`config.mk`:
```
export PLATFORM = sky130hd
export DESIGN_NAME = wb_interconnect_1xn
export DESIGN_NICKNAME = d
export VERILOG_FILES = /design/src/rtl/wb_interconnect_1xn.sv
export SDC_FILE = /design/constraint.sdc
export NUM_CORES = 1
export LEC_CHECK = 0
export CORE_ASPECT_RATIO = 1.25
export CORE_MARGIN = 2
export CORE_UTILIZATION = 35
export CTS_BUF_LIST = sky130_fd_sc_hd__clkbuf_2 sky130_fd_sc_hd__clkbuf_4 sky130_fd_sc_hd__clkbuf_8
export DETAILED_ROUTE_END_ITERATION = 10
export PLACE_DENSITY = 0.78
export SYNTH_ARGS = -nofsm -noshare
export SYNTH_HDL_FRONTEND = slang
export SYNTH_SLANG_ARGS = --single-unit
```
`constraint.sdc`:
```
create_clock -name wb_clk_i -period 4.85 [get_ports wb_clk_i]
set_clock_uncertainty 0.2 [all_clocks]
set_input_delay 0.485 -clock wb_clk_i [delete_from_list [all_inputs] [get_ports wb_clk_i]]
set_output_delay 0.485 -clock wb_clk_i [all_outputs]
set_load 0.05 [all_outputs]
```
`src/rtl/wb_interconnect_1xn.sv`:
```
// Single-master, N-slave Wishbone classic data-bus interconnect.
// The address decode is registered and latched once per transaction.
// Unmapped addresses get a bus error instead of hanging the master.
// A per-transaction watchdog forces an error on slaves that never respond.
// The first error is held in a sticky capture register until software clears it.
module wb_interconnect_1xn #(
    parameter int NUM_SLAVES     = 2,
    parameter int ADDR_W         = 32,
    parameter int DATA_W         = 32,
    parameter logic [NUM_SLAVES*ADDR_W-1:0] SLAVE_BASE = {32'h08000000, 32'h04000000},
    parameter logic [NUM_SLAVES*ADDR_W-1:0] SLAVE_MASK = {32'hFFFFFFFC, 32'hFC000000},
    parameter int TIMEOUT_CYCLES = 255,
    localparam int SEL_W         = DATA_W / 8
) (
    input  logic                         wb_clk_i,
    input  logic                         wb_rst_ni,
    // Master side
    input  logic [ADDR_W-1:0]            wbm_adr_i,
    input  logic [DATA_W-1:0]            wbm_dat_i,
    output logic [DATA_W-1:0]            wbm_dat_o,
    input  logic                         wbm_we_i,
    input  logic [SEL_W-1:0]             wbm_sel_i,
    input  logic                         wbm_stb_i,
    input  logic                         wbm_cyc_i,
    output logic                         wbm_ack_o,
    output logic                         wbm_err_o,
    // Slave side
    output logic [ADDR_W-1:0]            wbs_adr_o,
    output logic [DATA_W-1:0]            wbs_dat_o,
    output logic                         wbs_we_o,
    output logic [SEL_W-1:0]             wbs_sel_o,
    output logic [NUM_SLAVES-1:0]        wbs_stb_o,
    output logic [NUM_SLAVES-1:0]        wbs_cyc_o,
    input  logic [NUM_SLAVES*DATA_W-1:0] wbs_dat_i,
    input  logic [NUM_SLAVES-1:0]        wbs_ack_i,
    input  logic [NUM_SLAVES-1:0]        wbs_err_i,
    // Error capture
    output logic                         err_valid_o,
    output logic [1:0]                   err_cause_o,
    output logic [ADDR_W-1:0]            err_adr_o,
    input  logic                         err_clr_i
);

    localparam int IDX_W = (NUM_SLAVES > 1) ? $clog2(NUM_SLAVES) : 1;
    localparam int CNT_W = (TIMEOUT_CYCLES > 0) ? $clog2(TIMEOUT_CYCLES + 1) : 1;
    localparam logic [CNT_W-1:0] TMO_LIM = CNT_W'(TIMEOUT_CYCLES);

    localparam logic [1:0] CAUSE_NONE     = 2'b00;
    localparam logic [1:0] CAUSE_UNMAPPED = 2'b01;
    localparam logic [1:0] CAUSE_TIMEOUT  = 2'b10;
    localparam logic [1:0] CAUSE_SLVERR   = 2'b11;

    typedef enum logic [1:0] {
        IDLE   = 2'd0,
        ACTIVE = 2'd1,
        ERR    = 2'd2
    } state_e;

    state_e              state_q, state_d;
    logic [IDX_W-1:0]    selIdx_q, selIdx_d;
    logic [CNT_W-1:0]    tmoCnt_q, tmoCnt_d;
    logic [ADDR_W-1:0]   reqAdr_q, reqAdr_d;
    logic                errValid_q, errValid_d;
    logic [1:0]          errCause_q, errCause_d;
    logic [ADDR_W-1:0]   errAdr_q, errAdr_d;

    logic                decHit;
    logic [IDX_W-1:0]    decIdx;
    logic [NUM_SLAVES-1:0] selOh;
    logic [DATA_W-1:0]   selDat;
    logic                selAck;
    logic                selErr;
    logic                timeoutHit;
    logic                errEvent;
    logic [1:0]          errCauseNew;

    // Address, data, we and sel go to every slave untouched; only stb/cyc are steered.
    assign wbs_adr_o = wbm_adr_i;
    assign wbs_dat_o = wbm_dat_i;
    assign wbs_we_o  = wbm_we_i;
    assign wbs_sel_o = wbm_sel_i;

    // Decode the master address against every window; scanning downwards lets the lowest index win.
    always_comb begin
        decHit = 1'b0;
        decIdx = '0;
        for (int i = NUM_SLAVES - 1; i >= 0; i--) begin
            if ((wbm_adr_i & SLAVE_MASK[i*ADDR_W +: ADDR_W]) == SLAVE_BASE[i*ADDR_W +: ADDR_W]) begin
                decHit = 1'b1;
                decIdx = IDX_W'(i);
            end
        end
    end

    // Mux the response signals of the latched slave; other slaves are never looked at.
    always_comb begin
        selOh  = '0;
        selDat = '0;
        selAck = 1'b0;
        selErr = 1'b0;
        for (int i = 0; i < NUM_SLAVES; i++) begin
            if (selIdx_q == IDX_W'(i)) begin
                selOh[i] = 1'b1;
                selDat   = wbs_dat_i[i*DATA_W +: DATA_W];
                selAck   = wbs_ack_i[i];
                selErr   = wbs_err_i[i];
            end
        end
    end

    assign timeoutHit = (TIMEOUT_CYCLES != 0) && (tmoCnt_q == TMO_LIM);

    // State register plus the per-transaction bookkeeping it owns.
    always_ff @(posedge wb_clk_i or negedge wb_rst_ni) begin
        if (!wb_rst_ni) begin
            state_q  <= IDLE;
            selIdx_q <= '0;
            tmoCnt_q <= '0;
            reqAdr_q <= '0;
        end else begin
            state_q  <= state_d;
            selIdx_q <= selIdx_d;
            tmoCnt_q <= tmoCnt_d;
            reqAdr_q <= reqAdr_d;
        end
    end

    // Next-state logic: decode in IDLE, wait for a response, abort or timeout in ACTIVE.
    always_comb begin
        state_d  = state_q;
        selIdx_d = selIdx_q;
        tmoCnt_d = tmoCnt_q;
        reqAdr_d = reqAdr_q;
        case (state_q)
            IDLE: begin
                if (wbm_cyc_i && wbm_stb_i) begin
                    reqAdr_d = wbm_adr_i;
                    if (decHit) begin
                        selIdx_d = decIdx;
                        tmoCnt_d = '0;
                        state_d  = ACTIVE;
                    end else begin
                        state_d  = ERR;
                    end
                end
            end
            ACTIVE: begin
                if (!timeoutHit) begin
                    tmoCnt_d = tmoCnt_q + 1'b1;
                end
                if (!wbm_cyc_i || timeoutHit || selAck || selErr) begin
                    state_d = IDLE;
                end
            end
            ERR: begin
                state_d = IDLE;
            end
            default: begin
                state_d = IDLE;
            end
        endcase
    end

    // Output logic: steer stb/cyc to the chosen slave and form the master response.
    always_comb begin
        wbs_stb_o   = '0;
        wbs_cyc_o   = '0;
        wbm_dat_o   = '0;
        wbm_ack_o   = 1'b0;
        wbm_err_o   = 1'b0;
        errEvent    = 1'b0;
        errCauseNew = CAUSE_NONE;
        case (state_q)
            ACTIVE: begin
                wbm_dat_o = selDat;
                if (timeoutHit) begin
                    if (wbm_cyc_i) begin
                        wbm_err_o   = 1'b1;
                        errEvent    = 1'b1;
                        errCauseNew = CAUSE_TIMEOUT;
                    end
                end else begin
                    wbs_stb_o = selOh & {NUM_SLAVES{wbm_stb_i}};
                    wbs_cyc_o = selOh & {NUM_SLAVES{wbm_cyc_i}};
                    if (wbm_cyc_i) begin
                        wbm_ack_o = selAck;
                        wbm_err_o = selErr;
                        if (selErr) begin
                            errEvent    = 1'b1;
                            errCauseNew = CAUSE_SLVERR;
                        end
                    end
                end
            end
            ERR: begin
                wbm_err_o   = 1'b1;
                errEvent    = 1'b1;
                errCauseNew = CAUSE_UNMAPPED;
            end
            default: begin
            end
        endcase
    end

    // Sticky capture keeps the first error; a clear in the same cycle as a new error lets the new one in.
    always_comb begin
        errValid_d = errValid_q;
        errCause_d = errCause_q;
        errAdr_d   = errAdr_q;
        if (errEvent && (!errValid_q || err_clr_i)) begin
            errValid_d = 1'b1;
            errCause_d = errCauseNew;
            errAdr_d   = reqAdr_q;
        end else if (err_clr_i) begin
            errValid_d = 1'b0;
            errCause_d = CAUSE_NONE;
        end
    end

    // Error capture registers.
    always_ff @(posedge wb_clk_i or negedge wb_rst_ni) begin
        if (!wb_rst_ni) begin
            errValid_q <= 1'b0;
            errCause_q <= CAUSE_NONE;
            errAdr_q   <= '0;
        end else begin
            errValid_q <= errValid_d;
            errCause_q <= errCause_d;
            errAdr_q   <= errAdr_d;
        end
    end

    assign err_valid_o = errValid_q;
    assign err_cause_o = errCause_q;
    assign err_adr_o   = errAdr_q;

endmodule

```
==> key figures, run 1 <==
Placed design
  – Port bufs: roughly 210
  – GPL Wtd Cong: 0.829
  – Hpwl dp: around 11,000 um
  – Pre-CTS WS: approximately 1.7 ns

Timing
  – Final Hold Fails: 0
  – Final critical-path share of the clock period: 72.7%
  – Min cycle time layout: between 3 and 4 ns
  – Max Slew Vio Count: 0
  – TNS Setup: 0 ns
  – RSZ-0062 raised after global routing: no
  – Final setup viols: 0
  – Slew margin rel.: between 30% and 40%
  – Fmax: 284 MHz
  – Final WS setup: around 1.3 ns
  – Worst-margin pin slew: approximately 0.97 ns

Logic synthesis
  – Post-synth top area cell: dfrtp_1
  – Post-synthesis simple-gate area fraction: 10.6%
  – Mapped cell area: between 0.004 and 0.005 sq mm
  – Top cells by count, synth: dfrtp_1, buf_4, mux2_2
  – Synthesized instance count: roughly 390
  – Largest family of logic cells by synthesized area: multiplexers
  – Asr flop ratio synth: between 90% and 100%
  – Main synth FF type: dfrtp_1
  – Yosys reg bits: between 70 and 80
  – Synth warn: 0
  – Syn_area_per_cell: between 10 and 15 sq um
  – Multiplexer share of the synthesized area: roughly a quarter
  – Top cell type's share of synthesized area: 44.5%
  – Count leader, synth: dfrtp_1
  – Post-synth EDFFs: 0
  – Largest cells by area after synthesis: dfrtp_1, mux2_2, buf_4, mux2i_1, nor2_1
  – Compound-Gate Fraction of Synth Area: ~4.9%
  – Sequential-to-total area share from yosys stat: 44.5%
  – Synth Area in Adders: ~1.1%
  – Post-synth net total: between 500 and 600
  – Post-Synth XOR/XNOR Area: 0%
  – Count of cell types in the netlist: 41

Floorplanning
  – Core Region: around 0.012 sq mm
  – # rows: between 40 and 50
  – Die X: around 100 um
  – Die area: approximately 0.013 sq mm
  – Initial Util: roughly 36%
  – Io pins: approximately 280
  – DIE HEIGHT: 129 um

Cells and area
  – Layout cell share with drive strength beyond 1: 17.3%
  – Synth-to-layout area growth: 43.8%
  – Fin nets: roughly 670
  – Fill count: 1,088

Global routing
  – Global-route wire length before repair: approximately 20,000 um
  – Grt total ovfl: 0
  – Gr usage total: between 10% and 20%
  – Initial antenna violation count: 5
  – Largest net degree at the start of global routing: a little under 80
  – Vias in the first global route: 3,554

Clock tree
  – CTS Buf Count: 9
  – CTS tree: built
  – Root Buffer: clkbuf_8
  – Clock Sinks: slightly below 80
  – CTS H-tree depth: 3
  – Worst skew pair latency: 0.34 ns
  – # hold bufs at CTS: 0
  – CTS max path bufs: 2
  – Clock transition at the registers of the reported paths: roughly 0.08 ns
  – Post CTS Setup Buffer Count: 0
  – CTS resizes: 0

Worst setup path
  – Arrival @ worst endpoint: between 2 and 3 ns
  – Crit end category: output port
  – Worst setup path class: register to output port
  – Crit Path Max Fanout: 32
  – WP data required: approximately 4.2 ns
  – Setup crit start kind: register

Run
  – Max cap viols: 0

Min path
  – Worst min path class: primary input to asynchronous set/reset pin

Detailed routing
  – # DRC: 0
  – Detailed-route vias per instance: 4.89
  – Detailed router's first-iteration violation count: around 140
  – DRT Wirelength: roughly 13,000 um
  – Final ANT Viol Nets: 0
  – Avg WL per Cell: roughly 19 um
  – Pre-Repair DR Iteration Count: 4
  – Routed vias: around 3,400

Power and ir drop
  – Pleak: 0.00246 uW
  – Worst vdd ir: around 0.00035 V
  – Pwr/cell area: ~450 mW/mm^2

Outcome
  – Status: completed
stage by stage:
stage                     util, %  hold WS, ns  area (sq um)  total power, uW  instances
after global routing         51.7        0.148          6310             2980        695
after floorplan                 -      -0.0106          4390             1950        388
after detailed placement     49.9        0.283          6100             2360        679
after CTS                    51.7        0.125          6310             2880        695
after global placement       49.9        0.269          6100             2320        679
final                        51.7       0.0783          6310             2840        696
power breakdown:
group | switching [uW] | internal (uW)
combinational | 781 | 541
clock | 244 | 264
sequential | 127 | 883
metal layers:
metal | routed length (um) | vias to the layer above | global-route usage, % | share of wire [%]
met5 | 48 | - | 0 | 0.37
met1 | 4350 | 1605 | 18.1 | 33
met2 | 6420 | 186 | 33.2 | 49
li1 | - | 1565 | - | -
met3 | 1820 | 39 | 12.4 | 14
met4 | 459 | 8 | 8.98 | 3.5
cells by family (layout without fill, tap and decap cells):
group	after synthesis	after routing
muxes	99	99
buffers and inverters	90	233
and+or+nand+nor	89	89
DFF	78	78
AOI/OAI and AO/OA	28	28
adders and majority gates	4	4
other	0	1
state kept, by name, summed over array words and instances (netlist names):
register	flops
err_cause_o	2
tmoCnt_q	8
selIdx_q	1
err_valid_o	1
reqAdr_q	32
state_q	2
err_adr_o	32
final cells by class:
cell class	count	area, sq um	share of cell area, %
Timing Repair Buffer	213	2120	33.6
Clock buffer	11	145	2.30
Clock inverter	5	66.3	1.05
Antenna cell	1	2.50	0.0396
Inverter	4	15.0	0.238
Tap cell	164	205	3.25
Multi-Input combinational cell	220	1810	28.6
Sequential cell	78	1950	30.9
placed cells by master, fill, tap and decap left out, types with 4 or more instances in the layout:
cell type	instances
nand3_1	11
nand2b_1	6
dfrtp_1	77
nand3b_1	6
ha_1	4
nand2_1	6
buf_4	5
o21ai_0	11
nor4_1	5
clkdlybuf4s50_1	208
nor2_1	37
o211ai_1	4
mux2i_1	35
clkbuf_8	10
mux2_2	63
worst paths after layout:
kind / startpoint / to / slack, ns / depth (start not counted)
worst max-delay path: state_q[1] / wbm_dat_o[27] / 1.33 / 6
worst min-delay path: wb_rst_ni / reqAdr_q[30] / 0.08 / 1
max in group asynchronous: wb_rst_ni / selIdx_q / 3.69 / 1
worst min register to register: err_adr_o[13] / err_adr_o[13] / 0.30 / 1
worst max register to register: state_q[1] / err_adr_o[23] / 2.06 / 7
min in group wb_clk_i: err_adr_o[13] / err_adr_o[13] / 0.30 / 1
critical path, cell delays in order (launching register included):
cell and delay [ns]:
dfrtp_1 0.40, inv_1 0.10, ha_1 0.53, clkinv_1 0.21
buf_4 0.28, nor2_1 0.15, clkdlybuf4s50_1 0.82
Power figures use the tool's default switching activity.
==> run 2: changes to the inputs <==
CORE_UTILIZATION = 34   (was 35)
PLACE_DENSITY = 0.79   (was 0.78)
clock period = 2.85 ns   (was 4.85 ns; I/O delays follow)
==> run 2 against run 1 <==
Flip-flop and latch count did not move; sequential share of layout area fell by 1.6 points; largest power group unchanged; non-clock buffer count rose by 3; global-route usage rose by 0.42 points; utilization rose by 0.88 points; register-to-register slack got worse by 1.7 ns; critical path type unchanged; clock power rose by 69%; final cell count rose by 1.1%; cell area rose by 5.4%; setup slack got worse by 1.1 ns.
==> key figures, run 2 (synthesis gave the netlist of run 1 again) <==
Outcome
  – Status: completed

Cells and area
  – Layout cell share with drive strength beyond 1: 24.7% (+7.4 points)
  – Synth-to-layout area growth: 51.6%
  – Most frequent cells in the layout: clkdlybuf4s50_1, dfrtp_1, mux2_2
  – Fin nets: 675 (+0.45%)
  – Multi-input logic area: 0.00181 sq mm (unchanged)
  – Fill count: 1,118 (+2.8%)
  – Commonest non-fill, non-tap cell in the layout: clkdlybuf4s50_1
  – Sequential cell area: 0.00195 sq mm (unchanged)
  – Non-Filler Instances: 704 (+1.1%)

Min path
  – Hold_sp: err_adr_o[13]
  – Worst min path class: register to register
  – Hold depth: 1

Global routing
  – Largest net degree at the start of global routing: 79 (unchanged)
  – Global-route wire length before repair: 20,300 um (+2.7%)
  – Gr usage total: 19.7% (+0.42 points)
  – Grt total ovfl: 0 (unchanged)
  – Vias in the first global route: 3,546 (-0.23%)
  – Initial antenna violation count: 5 (unchanged)

Floorplanning
  – # rows: 46 (+2.2%)
  – Die area: 0.0138 sq mm (+2.8%)
  – Die X: 106 um (+1.4%)
  – Initial Util: 34.7% (-1.3 points)
  – DIE HEIGHT: 131 um (+1.4%)
  – Io pins: 284 (unchanged)
  – Core Region: 0.0127 sq mm (+3.6%)

Worst setup path
  – Worst setup path class: register to output port
  – Crit Path Max Fanout: 38 (+19%)
  – Delay-heaviest family, CP: buffers and inverters
  – Setup crit start kind: register
  – Worst-path cell chain: buf_4 > mux2i_1 > nor2_1 > buf_12
  – Crit path depth: 4 (-2)
  – RR Startpoint: tmoCnt_q[0]
  – Worst path buffer plus inverter count: 2 (-2)
  – FF-to-FF path depth: 6 (-1)
  – WP data required: 2.37 ns (-1.79 ns)
  – Worst Setup SP: selIdx_q
  – Arrival @ worst endpoint: 2.10 ns (-0.74 ns)
  – Crit end category: output port
  – Crit path largest cell delay: 0.53 ns (-0.29 ns)
  – CP max-delay cell: mux2i_1

Detailed routing
  – Pre-Repair DR Iteration Count: 4 (unchanged)
  – DRT Wirelength: 13,800 um (+5.5%)
  – Avg WL per Cell: 19.6 um (+4.3%)
  – Detailed router's first-iteration violation count: 113 (-22%)
  – Routed vias: 3,447 (+1.3%)
  – # DRC: 0 (unchanged)
  – Detailed-route vias per instance: 4.90 (+0.14%)
  – Final ANT Viol Nets: 0 (unchanged)

Clock tree
  – CTS tree: built
  – CTS max path bufs: 2 (unchanged)
  – CTS H-tree depth: 3 (unchanged)
  – Clock Sinks: 78 (unchanged)
  – CTS Buf Count: 9 (unchanged)
  – Worst skew pair latency: 0.35 ns (about the same)
  – Clock transition at the registers of the reported paths: 0.09 ns (about the same)
  – # hold bufs at CTS: 1 (+1)
  – Post CTS Setup Buffer Count: 0 (unchanged)
  – CTS resizes: 0 (unchanged)
  – Root Buffer: clkbuf_8

Power and ir drop
  – Worst vdd ir: 0.000529 V (+49%)
  – Pleak: 0.00264 uW (+7.4%)
  – Pwr/cell area: 727 mW/mm^2 (+62%)

Placed design
  – GPL Wtd Cong: 0.777 (-6.2%)
  – Port bufs: 209 (unchanged)
  – Placed cell count: 685 (+0.88%)
  – Hpwl dp: 11,300 um (+6.2%)

Timing
  – TNS Setup: 0 ns (unchanged)
  – Min cycle time layout: between 2 and 3 ns
  – Max Slew Vio Count: 0 (unchanged)
  – Final setup viols: 0 (unchanged)
  – RSZ-0062 raised after global routing: no
  – Fmax: between 300 and 400 MHz
  – Final Hold Fails: 0 (unchanged)
  – Slew margin rel.: 35.2% (-0.14 points)
  – Final critical-path share of the clock period: 90.8%
  – Worst-margin pin slew: 0.972 ns (+0.00205 ns)

Run
  – Max cap viols: 0 (unchanged)
-- run 2: cell count changes in the layout (fill, tap and decap cells not counted), moves of 2 or more --
cell | previous run | this run
buf_4 | 5 | 12
clkinv_2 | 0 | 2
clkdlybuf4s50_1 | 208 | 170
inv_6 | 1 | 3
buf_12 | 0 | 33
-- run 2: final cells by class --
cell class | count | share of cell area (%)
repair buffers | 216 | 37.0
diodes | 2 | 0.0752
clock buffers | 9 | 1.86
well taps | 168 | 3.16
clock inverters | 7 | 1.17
multi-input cells | 220 | 27.2
flip-flops and latches | 78 | 29.4
inverters | 4 | 0.226
-- run 2: power breakdown --
| group | total, uW | internal, uW | switching, uW |
|---|---|---|---|
| clock network | 856 | 417 | 438 |
| registers | 1720 | 1500 | 212 |
| logic | 2270 | 930 | 1340 |
-- run 2: path summary, 6_finish.rpt --
| path | to | slack, ns |
|---|---|---|
| hold reg to reg | err_adr_o[13] | 0.30 |
| hold / removal | err_adr_o[13] | 0.30 |
| setup reg to reg | err_adr_o[26] | 0.39 |
| setup / recovery | wbm_dat_o[6] | 0.26 |
| min in group asynchronous | err_adr_o[14] | 0.42 |
| max in group asynchronous | selIdx_q | 1.33 |
-- run 2: per-layer routing --
layer,track usage [%],routed length [um],up-vias
li1,-,-,1579
met1,20.4,4830,1643
met2,32.9,6590,192
met3,12.8,2130,27
met4,6.11,235,6
met5,0,38,-
-- run 2: through the flow --
step | setup slack [ns] | cell area (sq um) | util, % | hold slack [ns] | total power [uW]
2_1_floorplan | 0.106 | 4390 | - | -0.211 | 3320
3_3_place_gp | 0.0854 | 6440 | 50.8 | 0.273 | 3970
3_5_place_dp | 0.0106 | 6440 | 50.8 | 0.288 | 4020
4_1_cts | 0.205 | 6650 | 52.5 | 0.309 | 4910
5_1_grt | 0.124 | 6650 | 52.5 | 0.321 | 5090
6_report | 0.263 | 6650 | 52.5 | 0.300 | 4840
